`src/rtl/image_rom_pkg.sv`:
```
// Shared defaults for the image ROM arbiter: address/pixel layout and owner-tag sizing.
// Round-robin arbitration is enabled by defining IMAGE_ROM_ARB_RR_EN.
package image_rom_pkg;

   localparam int ADDR_W_DEF   = 12;
   localparam int DATA_W_DEF   = 12;

   // ROM address is {y[5:0], x[5:0]}; pixel is {r[3:0], g[3:0], b[3:0]}
   localparam int ADDR_X_LSB   = 0;
   localparam int ADDR_Y_LSB   = 6;
   localparam int ADDR_FIELD_W = 6;
   localparam int PIX_B_LSB    = 0;
   localparam int PIX_G_LSB    = 4;
   localparam int PIX_R_LSB    = 8;
   localparam int PIX_FIELD_W  = 4;

   function automatic int owner_tag_w(input int n_req);
      return (n_req > 1) ? $clog2(n_req) : 1;
   endfunction

endpackage

```
`src/rtl/image_rom_arbiter_rr_grant.sv`:
```
// One-hot grant picker: first requester found when searching upward from i_ptr (wrapping).
// Tying i_ptr to zero turns it into a fixed lowest-index-wins priority encoder.
module rr_grant
   import image_rom_pkg::*;
#(
   parameter int N_REQ = 4,
   parameter int TAG_W = owner_tag_w(N_REQ)
) (
   input  logic [N_REQ-1:0] i_req,
   input  logic [TAG_W-1:0] i_ptr,
   output logic [N_REQ-1:0] o_gnt
);

   always_comb begin
      logic w_found;
      w_found = 1'b0;
      o_gnt   = '0;
      for (int k = 0; k < N_REQ; k++) begin
         for (int i = 0; i < N_REQ; i++) begin
            if (!w_found && i_req[i] && (((int'(i_ptr) + k) % N_REQ) == i)) begin
               o_gnt[i] = 1'b1;
               w_found  = 1'b1;
            end
         end
      end
   end

endmodule

```
`src/rtl/image_rom_arbiter.sv`:
```
// Shares one 1-cycle-latency pixel ROM among N_REQ requesters with burst locking.
// Define IMAGE_ROM_ARB_RR_EN for round-robin arbitration; default is fixed priority.
module image_rom_arbiter
   import image_rom_pkg::*;
#(
   parameter int N_REQ  = 4,
   parameter int ADDR_W = ADDR_W_DEF,
   parameter int DATA_W = DATA_W_DEF
) (
   input  logic                    i_clk,
   input  logic                    i_rst_n,
   input  logic [N_REQ-1:0]        i_req,
   input  logic [N_REQ-1:0]        i_req_lock,
   input  logic [N_REQ*ADDR_W-1:0] i_req_addr,
   output logic [N_REQ-1:0]        o_gnt,
   output logic [ADDR_W-1:0]       o_rom_addr,
   input  logic [DATA_W-1:0]       i_rom_rgb,
   output logic [DATA_W-1:0]       o_rdata,
   output logic [N_REQ-1:0]        o_rvalid
);

   localparam int TAG_W = owner_tag_w(N_REQ);

   logic [N_REQ-1:0]  r_prev_gnt;
   logic [N_REQ-1:0]  w_arb_gnt;
   logic [N_REQ-1:0]  w_gnt;
   logic              w_keep;
   logic [TAG_W-1:0]  w_ptr;
   logic [TAG_W-1:0]  w_gnt_tag;
   logic [ADDR_W-1:0] w_sel_addr;
   logic [ADDR_W-1:0] r_rom_addr;
   logic [TAG_W-1:0]  r_tag1;
   logic              r_vld1;

   assign w_keep = |(r_prev_gnt & i_req & i_req_lock);
   // The grant is combinational, so it must be forced quiet while reset is held
   assign w_gnt  = !i_rst_n ? '0 : (w_keep ? r_prev_gnt : w_arb_gnt);

   rr_grant #(
      .N_REQ (N_REQ),
      .TAG_W (TAG_W)
   ) u_grant (
      .i_req (i_req),
      .i_ptr (w_ptr),
      .o_gnt (w_arb_gnt)
   );

   always_comb begin
      w_gnt_tag  = '0;
      w_sel_addr = '0;
      for (int k = 0; k < N_REQ; k++) begin
         if (w_gnt[k]) begin
            w_gnt_tag  = TAG_W'(k);
            w_sel_addr = i_req_addr[k*ADDR_W +: ADDR_W];
         end
      end
   end

   assign o_gnt      = w_gnt;
   assign o_rom_addr = (|w_gnt) ? w_sel_addr : r_rom_addr;

`ifdef IMAGE_ROM_ARB_RR_EN
   logic [TAG_W-1:0] r_ptr;

   // Locked continuation grants leave the search start untouched
   always_ff @(posedge i_clk or negedge i_rst_n) begin
      if (!i_rst_n) begin
         r_ptr <= '0;
      end else if ((|w_gnt) && !w_keep) begin
         r_ptr <= (int'(w_gnt_tag) == N_REQ - 1) ? '0 : w_gnt_tag + TAG_W'(1);
      end
   end

   assign w_ptr = r_ptr;
`else
   assign w_ptr = '0;
`endif

   always_ff @(posedge i_clk or negedge i_rst_n) begin
      if (!i_rst_n) begin
         r_prev_gnt <= '0;
         r_rom_addr <= '0;
         r_tag1     <= '0;
         r_vld1     <= 1'b0;
         o_rvalid   <= '0;
         o_rdata    <= '0;
      end else begin
         r_prev_gnt <= w_gnt;
         r_rom_addr <= o_rom_addr;
         r_tag1     <= w_gnt_tag;
         r_vld1     <= |w_gnt;
         o_rvalid   <= r_vld1 ? (N_REQ'(1) << r_tag1) : '0;
         if (r_vld1) begin
            o_rdata <= i_rom_rgb;
         end
      end
   end

endmodule

```
`config.mk`:
```
export PLATFORM = sky130hd
export DESIGN_NAME = image_rom_arbiter
export DESIGN_NICKNAME = d
export VERILOG_FILES = /design/src/rtl/image_rom_pkg.sv /design/src/rtl/image_rom_arbiter_rr_grant.sv /design/src/rtl/image_rom_arbiter.sv
export SDC_FILE = /design/constraint.sdc
export NUM_CORES = 1
export LEC_CHECK = 0
export ABC_AREA = 1
export BUFFER_PORTS_ARGS = -buffer_cell sky130_fd_sc_hd__buf_2
export CAP_MARGIN = 25
export CORE_ASPECT_RATIO = 1.1
export CORE_MARGIN = 3
export CORE_UTILIZATION = 41
export DETAILED_ROUTE_END_ITERATION = 10
export PLACE_DENSITY_LB_ADDON = 0.1
export SYNTH_ARGS = -nofsm -noshare
export SYNTH_HDL_FRONTEND = slang
export SYNTH_SLANG_ARGS = --single-unit
```
`constraint.sdc`:
```
create_clock -name i_clk -period 4.29 [get_ports i_clk]
set_input_delay 0 -clock i_clk [delete_from_list [all_inputs] [get_ports i_clk]]
set_output_delay 0 -clock i_clk [all_outputs]
set_load 0.005 [all_outputs]
```
; ---- After elaboration in Yosys (flattened, before gate mapping)
; Index checks and enable logic that the tools add are counted.
; W data, S select, Z words.
[classes]
shifts = 1
muxes = 17
bitwise_logic = 2
n_reduce_logical = 8
[ops]
columns = op, count
row1 = $mux W12, 5
row2 = $mux W4, 3
row3 = $and A4 B4 Y4, 2
row4 = $reduce_or A4 Y1, 2
row5 = $mux W1, 7
row6 = $mux W2, 2
row7 = $shl A1 B2 Y4 const A, 1
row8 = $logic_and A1 B1 Y1, 3
row9 = $logic_not A1 Y1, 3
[word_totals]
regBits = 35
in_bits = 70
out_inout_bits = 32
elab_cells = 34

; ---- Depth between registers and ports, before layout
[logic_depth]
ltp_word = 17
depth_mapped = 13
depth_no_buf = 12

; ---- Cells and area by module
; A second synthesis with hierarchy kept.
[unflattened]
cells_unflattened = 322
area_unflattened_um2 = 2249.7
[modules_own_cells]
columns = mod, n_inst, cells_each, area_per_inst_um2, seq_area_each_um2
row1 = image_rom_arbiter, 1, 271, 1955.6, 875.8
row2 = rr_grant, 1, 51, 294.0, 0.0

; ---- Worst setup path before layout
; OpenSTA, ideal clock, no wires.
[synth_timing]
kind = register -> register
startpoint = register r_prev_gnt[3]
endpoint = register r_rom_addr[5]
setup_ns = 0.130
arrival_ns = 1.417
required_ns = 4.160
slack_ns = 2.743
stages_incl_launch_ff = 11
path_buffers = 1
period_less_slack_ns = 1.547
path_cell_list = dfrtp_1 > nand3_1 > nand2_2 > inv_1 > nand2_4 > nand2_2 > nand3_4 > buf_2 > or2_2 > nand2_1 > nand2_1
[synth_between]
elab_chain_cells = 10
word_cells_on_any_way = 11
classes_between = 7 x mux / 2 x bitwise / 2 x reduce/logical
[synth_lines]
columns = element, line
row1 = start: declaration, image_rom_arbiter.sv:24  ; logic [N_REQ-1:0] r_prev_gnt;
row2 = start signal: assignment, image_rom_arbiter.sv:88  ; r_prev_gnt <= w_gnt;
row3 = $and A4 B4 Y4 (2 in a row), image_rom_arbiter.sv:35  ; assign w_keep = |(r_prev_gnt & i_req & i_req_lock);
row4 = $reduce_or A4 Y1, image_rom_arbiter.sv:35
row5 = $mux W4 * (2 in a row), image_rom_arbiter.sv:37  ; assign w_gnt = !i_rst_n ? '0 : (w_keep ? r_prev_gnt : w_arb_gnt);
row6 = $mux W12 (4 in a row), image_rom_arbiter.sv:52  ; if (w_gnt[k]) begin
row7 = $mux W12 *, image_rom_arbiter.sv:60  ; assign o_rom_addr = (|w_gnt) ? w_sel_addr : r_rom_addr;
row8 = net o_rom_addr[5], image_rom_arbiter.sv:16  ; output logic [ADDR_W-1:0] o_rom_addr,
row9 = end signal: assignment, image_rom_arbiter.sv:89  ; r_rom_addr <= o_rom_addr;
row10 = end: declaration, image_rom_arbiter.sv:31  ; logic [ADDR_W-1:0] r_rom_addr;
; The timed path passes the listed nets; every way through them passes the cells marked *.
; A chain may end at the register's enable or synchronous reset.

; ---- Worst setup path after layout
[layout_timing]
startpoint = input port i_rst_n
endpoint = output port o_rom_addr[4]
[layout_between]
elab_chain_cells = 6
word_cells_on_any_way = 7
classes_between = 6 x mux / 1 x reduce/logical
[layout_lines]
columns = element, line
row1 = start: declaration, image_rom_arbiter.sv:11  ; input logic i_rst_n,
row2 = $mux W4 *, image_rom_arbiter.sv:37
row3 = $mux W12 (4 in a row), image_rom_arbiter.sv:52
row4 = $mux W12 *, image_rom_arbiter.sv:60
row5 = end: declaration, image_rom_arbiter.sv:16
; Every way passes the cells marked *; elsewhere a longest branch is shown, timed or not.

==> impl_results.md <==
- Total track usage: 19.3%
- Initial antenna violation count: 0
- Clock skew: 0.00844 ns
- F_max: 0.440 GHz
- # fillers: 458
- CTS tree: built
- Clk Latency, worst-skew pair: 0.29 ns
- Placed wire-length estimate: 4000 microns
- Io pins: 102
- Seq cells post-synth: 35
- Post-CTS resize count: 0
- Leakage: 1.66 nW
- Layout cells sized above 1: 32.3%
- Net switching power figure: 0.000319 W
- Worst vdd ir: 0.000135 V
- Worst slew pin tran: 0.565 ns
- Avg Cell Area, Syn: 6.93 sq um
- Power density of the placed cells: 352 nW/um^2
- ANT nets after route: 0
- Max-cap violation count: 0
- Final Cycle Share: 53.0%
- Max-slew violations: 0
- Multi-input gate area: 982 sq um
- Post-Syn Instances: 297
- Nets: 476
- Hold Path Class: in -> reg
- Vias in the first global route: 1942
- CTS Buf Count: 5
- Combinational power share: 31.1%
- First-pass GRT wire length: 8790 microns
- Antenna diodes: 0
- Post-route cell area: 2770 sq um
- Remaining DRCs: 0
- Die X: 73.6 microns
- # rows: 26
- Initial Utilization: 43.3%
- Die area: 5910 sq um
- Worst-case clock buffer depth: 2
- Netlist Area Pre-Place: 2060 sq um
- Crit path launch type: primary input
- Fin crit period: 2.27 ns
- Worst Setup Path Type: in -> out
- Hold slack: 0.0371 ns
- Die H: 80.3 microns
- Port Buffers: 101
- Core Box Area: 4750 sq um
- Final non-filler cell total: 462
- Via count: 2090
- CP arrival: 2.27 ns
- Worst-path clk slew: 0.07 ns
- Post-synthesis sequential area ratio: 42.6%
- Power Internal: 0.000655 W
- Status: finished, final reports clean
- Post-Route Setup TNS: 0 ns
- Netlist cell types: 24
- Area after DPL: 2550 sq um
- Switching Share: 32.7%
- Critical Path Fanout Max: 25
- FF+latch area: 876 sq um
- Clk network pwr share: 25.0%
- Yosys warnings: 0
- Largest net degree at the start of global routing: 30
- Clock Tree Root: clkbuf_8
- # clock sinks: 35
- WL per Instance: 12.0 microns
- Final hold violations: 0
- Relative slew margins: 62.3%
- Initial DRC count: 51
- CTS H-tree depth: 2
- Worst Path Required: 4.29 ns
- Grt total ovfl: 0
- P&R area growth vs syn: 34.3%
- Final Wtd Congestion: 0.873
- Total routed wirelength: 5550 microns
- Final setup vio count: 0
- Sequential power share: 44.0%
- Net Count, Synth: 367
- Setup crit end kind: output pin
- DR pass1 iterations: 4
- DR vias/cell: 4.52
- Total power: 0.000973 W
- Post-placement cell count: 442
- RSZ-0062 raised after global routing: false
flip-flops by register name, indices dropped and copies added, names as in the netlist:
register,flops
r_rom_addr,12
r_tag1,2
r_vld1,1
o_rvalid,4
o_rdata,12
r_prev_gnt,4
repair_timing:
action                                  in CTS  in global routing
hold endpoints to repair                    21                  0
hold buffers                                13                  0
buffers inserted                             0                  0
endpoints found under the setup margin       0                  0
synth_stat cells:
cell | number | area (sq um)
o21ai_0 | 1 | 5.00
buf_4 | 3 | 22.5
or2_2 | 2 | 12.5
nor2_4 | 2 | 22.5
nor3_1 | 5 | 25.0
nand2_2 | 5 | 31.3
nand3_2 | 2 | 20.0
a21oi_2 | 1 | 8.76
inv_1 | 24 | 90.1
nor2_2 | 1 | 6.26
dfrtp_1 | 35 | 876
inv_2 | 2 | 7.51
clkbuf_1 | 3 | 11.3
nor2_1 | 50 | 188
nand3_4 | 1 | 17.5
nand2_1 | 125 | 469
buf_6 | 4 | 45.0
nand3_1 | 15 | 75.1
clkinv_4 | 1 | 8.76
nand2_4 | 5 | 56.3
nand3b_1 | 3 | 22.5
nand4_1 | 2 | 12.5
a21oi_1 | 2 | 10.0
buf_2 | 3 | 15.0
layout by cell type, fill, tap and decap left out:
cell type / count
nand3_4: 1
dlygate4sd3_1: 13
dfrtp_1: 35
nor2_2: 1
nand3_1: 15
nand2_2: 5
nand3b_1: 3
o21ai_0: 1
a21oi_2: 1
clkinv_2: 1
nand3_2: 2
nand2_1: 125
clkinv_4: 1
inv_1: 24
a21oi_1: 2
or2_2: 2
nand2_4: 5
inv_2: 2
clkbuf_8: 6
nor2_1: 50
nor3_1: 5
buf_4: 1
nor2_4: 2
nand4_1: 2
buf_2: 101
final timing paths:
path / start / to / slack (ns) / cells after the start
worst max-delay path: i_rst_n / o_rom_addr[4] / 2.02 / 10
worst min-delay path: i_req_addr[43] / r_rom_addr[7]$_DFF_PN0_ / 0.04 / 4
worst min register to register: o_rdata[2]$_DFFE_PN0P_ / o_rdata[2]$_DFFE_PN0P_ / 0.47 / 2
worst max register to register: r_prev_gnt[3]$_DFF_PN0_ / r_rom_addr[4]$_DFF_PN0_ / 2.33 / 12
min in group asynchronous: i_rst_n / r_prev_gnt[2]$_DFF_PN0_ / 0.25 / 2
max in group asynchronous: i_rst_n / r_rom_addr[5]$_DFF_PN0_ / 3.26 / 3
per-stage QoR:
stage / setup WS, ns / utilization (%)
6_report: 2.02 / 58.2
5_1_grt: 1.79 / 58.2
4_1_cts: 1.98 / 58.2
3_5_place_dp: 2.34 / 53.6
3_3_place_gp: 2.39 / 53.6
2_1_floorplan: 2.74 / -
critical path: stages:
cell and delay, ns:
dlygate4sd3_1 0.53, buf_2 0.48, nand2_1 0.18, nor2_4 0.34, a21oi_2 0.08, nand2_4 0.23, nand2_1 0.11, nor2_1 0.13
nor2_1 0.06, buf_2 0.12
routing by layer:
layer	global-route usage, %	up-vias	share of wire (%)
met5	0	-	0
met3	4.63	5	7.4
met4	5.43	0	0.90
met2	33.3	85	49
li1	-	1106	-
met1	23.5	894	42
cell families after synthesis:
kind of cell    synth area share (%)
simple gates                    46.6
buf+inv                         9.73
flops                           42.6
compound gates                  1.15
area by class of cell:
type / instances / share of cell area, %
Inverter: 27 / 3.85
Sequential cell: 35 / 31.7
Timing Repair Buffer: 115 / 23.3
Tap cell: 56 / 2.53
Clock inverter: 1 / 0.181
Multi-Input combinational cell: 222 / 35.5
Clock buffer: 6 / 2.99
power groups by stage:
stage	Combinational, W	Sequential [W]	Clock [W]
floorplan	0.000173	0.000431	0
CTS	0.000306	0.000428	0.000250
global route	0.000346	0.000435	0.000262
detailed placement	0.000296	0.000434	0
global placement	0.000293	0.000432	0
finish	0.000302	0.000428	0.000243
Power figures use the tool's default switching activity.
